### config.mk
export PLATFORM = sky130hd
export DESIGN_NAME = scan_axis_counter
export DESIGN_NICKNAME = d
export VERILOG_FILES = /design/src/rtl/scan_axis_counter.sv
export SDC_FILE = /design/constraint.sdc
export NUM_CORES = 1
export LEC_CHECK = 0
export BUFFER_PORTS_ARGS = -buffer_cell sky130_fd_sc_hd__buf_4
export CORE_MARGIN = 4
export CORE_UTILIZATION = 48
export CTS_CLUSTER_DIAMETER = 150
export DETAILED_ROUTE_END_ITERATION = 16
export PLACE_DENSITY = 0.73
export SYNTH_ARGS = -nofsm -noshare
export SYNTH_HDL_FRONTEND = slang
export SYNTH_SLANG_ARGS = --single-unit
### constraint.sdc
create_clock -name CLK -period 1.4 [get_ports CLK]
set_input_delay 0.35 -clock CLK [delete_from_list [all_inputs] [get_ports CLK]]
set_output_delay 0.35 -clock CLK [all_outputs]
set_load 0.1 [all_outputs]
### src/rtl/scan_axis_counter.sv
// Single-axis raster timing counter with wrap pulse and
// display-window pixel address counter.
module scan_axis_counter #(
  parameter int MAX_VALUE      = 799,
  parameter int SIZE           = 10,
  parameter int ADDR_SIZE      = 10,
  parameter int BACK_PORCH_END = 143,
  parameter int DISPLAY_END    = 783
) (
  input  logic                 CLK,
  input  logic                 RESETN,
  input  logic                 ENABLE,
  output logic [SIZE-1:0]      TIME_COUNT,
  output logic                 TRIGGER_OUT,
  output logic [ADDR_SIZE-1:0] PIXCOUNT
);

  localparam logic [SIZE-1:0] LP_MAX = SIZE'(MAX_VALUE);
  localparam logic [SIZE-1:0] LP_BPE = SIZE'(BACK_PORCH_END);
  localparam logic [SIZE-1:0] LP_DE  = SIZE'(DISPLAY_END);

  logic [SIZE-1:0]      r_time;
  logic                 r_trig;
  logic [ADDR_SIZE-1:0] r_pix;

  logic w_at_max;
  logic w_in_win;

  assign w_at_max = (r_time == LP_MAX);
  assign w_in_win = (r_time >= LP_BPE)
                 && (r_time < LP_DE);

  always_ff @(posedge CLK or negedge RESETN) begin
    if (!RESETN) begin
      r_time <= '0;
    end else if (ENABLE) begin
      if (w_at_max) r_time <= '0;
      else          r_time <= r_time + 1'b1;
    end
  end

  // Reloaded every edge so the pulse self-clears even with ENABLE low
  always_ff @(posedge CLK or negedge RESETN) begin
    if (!RESETN) r_trig <= 1'b0;
    else         r_trig <= ENABLE && w_at_max;
  end

  always_ff @(posedge CLK or negedge RESETN) begin
    if (!RESETN) begin
      r_pix <= '0;
    end else if (ENABLE) begin
      if (w_in_win) r_pix <= r_pix + 1'b1;
      else          r_pix <= '0;
    end
  end

  assign TIME_COUNT  = r_time;
  assign TRIGGER_OUT = r_trig;
  assign PIXCOUNT    = r_pix;

endmodule

==> impl_results.md <==
* Routability cong. at 0.7819
* Clk buf depth at 2
* Crit path kind: flop to flop
* Combinational share of power at 68.0%
* Root buffer cell: clkbuf_4
* Final nets at 185
* Clock insertion delay at the later pin of the skew report at 0.31 ns
* Tot GR Track Use at 24.77%
* Layout area overhead at 78.86%
* CTS tree: done
* Placeable core area at 2455 um^2
* DRC Markers at 0
* Internal power at 1.992 mW
* Final Hold Viols at 0
* Data required, critical path at 1.56 ns
* Static Leak at 0.8831 nW
* Number of fill cells at 99
* Reg power frac at 24.0%
* Cell Area, Synth at 1225 um^2
* Syn avg cell area at 10.94 um^2
* Largest net degree at the start of global routing at 22
* FF-to-FF setup slack at -0.20 ns
* Fin crit period at 1.595 ns
* Skew final at 0.006509 ns
* Wire length per cell at 19.48 um
* Sink Count at 21
* Grt ovf at 0
* Max H-tree Level at 1
* Max Slew Vio Count at 0
* Type of origin of the critical path: flop
* VDD IR-drop max at 0.002634 V
* Critical path's largest stage delay at 0.58 ns
* Total Wirelength at 4072 um
* Switch Pwr at 1.809 mW
* Starting DRT DRC Count at 56
* DR vias at 1,239
* #FFs+latches synth at 21
* Die span in x at 58.52 um
* Post-DP HPWL at 2403 um
* Clock Power Share at 8.0%
* Vias in the first global route at 1,336
* Max transition margin at 38.69%
* Final instance count without filler cells at 209
* Grt met2 use at 44.82%
* Most frequent cells in the layout: buf_4 (36), buf_6 (17), buf_12 (14)
* Sequential share of the synthesized area at 42.90%
* Worst-path clk slew at 0.13 ns
* Share of layout cells above drive strength 1 at 68.16%
* Ant diodes at 0
* Hold Path Class: input port to async pin
* Crit-path cells: or4_4, o22ai_4, buf_12, a211oi_2
* Initial Utilization at 49.90%
* Worst slew pin tran at 0.9177 ns
* CP Capture Type: flop
* FF-to-FF Start: TIME_COUNT[9]
* PortBufs at 23
* Crit-path max FO at 8
* Post-DP Area at 1760 um^2
* DRT antenna net count at 0
* Sw Ratio at 47.58%
* CP Data Arrival Time at 1.76 ns
* Worst path slowest cell: or4_4
* Finished Cell Area at 2191 um^2
* MaxCap Viol Count at 0
* Syn Nets at 117
* Synth cell types at 37
* Commonest non-fill, non-tap cell in the layout: buf_4
* Post-layout util at 89.25%
* Status: finished with violations
* Final setup viols at 30
* Pre-antenna DRT Iters at 4
* PwrDens at 1735 nW/um^2
* Tcrit/Tclk final at 113.9%
* Met1 GRT Util at 29.58%
* Reg2Reg Depth at 4
* DP Cell Count at 192
* Final Power at 3.801 mW
* RSZ-0062 raised after global routing: yes
* Achievable frequency at 0.6269 GHz
* Antenna violations before repair at 0
* First-pass GRT wire length at 6458 um
* Gr busiest metal: met2
* Syn. warnings at 0
* Reg2Reg Capture Point: PIXCOUNT[3]
* Full die area at 3424 um^2
* Failing checks: negative setup slack
* TritonCTS buffer count at 3
* Final worst setup slack at -0.1952 ns
* Vias per cell at 5.928
* Cells after synthesis at 112
* Chip height at 58.52 um
* Std cell rows at 18
* GRT met3 Usage at 2.632%
* Io pins at 24
-- worst max path at each step --
stage | slack [ns] | to | start | cells after the start
2_1_floorplan | -0.46 | PIXCOUNT[5] | TIME_COUNT[4] | 4
3_3_place_gp | -0.17 | PIXCOUNT[2] | TIME_COUNT[6] | 3
3_5_place_dp | -0.21 | PIXCOUNT[3] | TIME_COUNT[6] | 3
4_1_cts | -0.18 | PIXCOUNT[3] | TIME_COUNT[9] | 4
5_1_grt | -0.23 | PIXCOUNT[7] | PIXCOUNT[0] | 4
6_report | -0.20 | PIXCOUNT[3] | TIME_COUNT[9] | 4
-- cell type report --
class | count | area [um^2] | share of cell area (%)
Inverter | 7 | 26.28 | 1.199
Timing Repair Buffer | 69 | 767.0 | 35.01
Sequential cell | 21 | 579.3 | 26.44
Clock buffer | 3 | 22.52 | 1.028
Multi-Input combinational cell | 78 | 753.2 | 34.38
Tap cell | 30 | 37.54 | 1.713
Clock inverter | 1 | 5.005 | 0.2284
-- logic make-up after synthesis --
kind of cell | Yosys count | synth area share, %
xor+xnor | 8 | 5.720
mux | 1 | 0.8172
flops | 21 | 42.90
fa+ha+maj | 2 | 2.043
compound gates | 28 | 23.08
simple gates | 39 | 20.63
buf+inv | 13 | 4.801
-- layer usage --
metal,vias to the layer above,routed length [um]
met2,41,2198
met3,10,165
met4,0,74
met5,-,0
li1,569,-
met1,619,1634
-- flip-flops by register name, summed over array words and instances (netlist names) --
name         cells
PIXCOUNT        10
TRIGGER_OUT      1
TIME_COUNT      10
-- cell usage after synthesis --
library cell	number	area (um^2)
a211oi_2	3	37.54
a21oi_1	3	15.01
a221oi_2	5	75.07
and2_1	1	6.260
and3_1	1	6.260
and3b_1	1	8.760
buf_1	1	3.750
buf_2	2	10.01
buf_6	1	11.26
clkbuf_1	2	7.510
dfrtp_1	21	525.5
ha_1	2	25.02
inv_1	7	26.28
mux2i_1	1	10.01
nand2_1	6	22.52
nand3_1	6	30.03
nand3_4	1	17.52
nand4_1	6	37.54
nand4_2	1	12.51
nor2_1	3	11.26
nor2b_1	1	6.260
nor3_1	1	5.000
nor3b_1	1	7.510
o21ai_0	2	10.01
o221ai_1	4	35.03
o22ai_1	1	6.260
o22ai_4	1	20.02
o311a_4	1	21.27
o31a_2	1	10.01
o31ai_1	7	52.55
or3_1	1	6.260
or3_2	1	7.510
or3_4	1	11.26
or4_1	6	45.04
or4_4	1	11.26
xnor2_1	4	35.03
xor2_1	4	35.03
-- worst max-delay path, delay by kind of cell, from the launching register on --
| kind | cells | cell delay, ns |
|---|---|---|
| simple gates | 1 | 0.58 |
| compound gates | 2 | 0.21 |
| flops | 1 | 0.50 |
| buf+inv | 1 | 0.16 |
-- power by group through the flow --
stage / clock network [mW] / registers, mW / logic [mW]
after floorplan: 0 / 1.74 / 0.459
after global placement: 0 / 0.875 / 1.89
after detailed placement: 0 / 0.882 / 1.92
after CTS: 0.312 / 0.896 / 2.45
after global routing: 0.331 / 0.931 / 2.70
final: 0.303 / 0.912 / 2.59
-- metrics by stage --
step / TNS, ns / hold slack (ns) / setup WS [ns]
final: -3.230 / 0.4482 / -0.1952
after global routing: -4.424 / 0.4690 / -0.2290
after CTS: -3.010 / 0.4512 / -0.1808
after detailed placement: -2.085 / 0.2549 / -0.2136
after global placement: -1.778 / 0.2506 / -0.1698
after floorplan: -5.034 / 0.05441 / -0.4552
-- what timing repair did --
item | in CTS | in global routing
resized for setup | 59 | 14
hold buffers | 1 | 0
setup buffers | 8 | 4
setup endpoints to repair | 32 | 35
pin swaps | 11 | 7
hold endpoints to repair | 21 | 0
No activity file was read; power rests on OpenSTA's default activity.
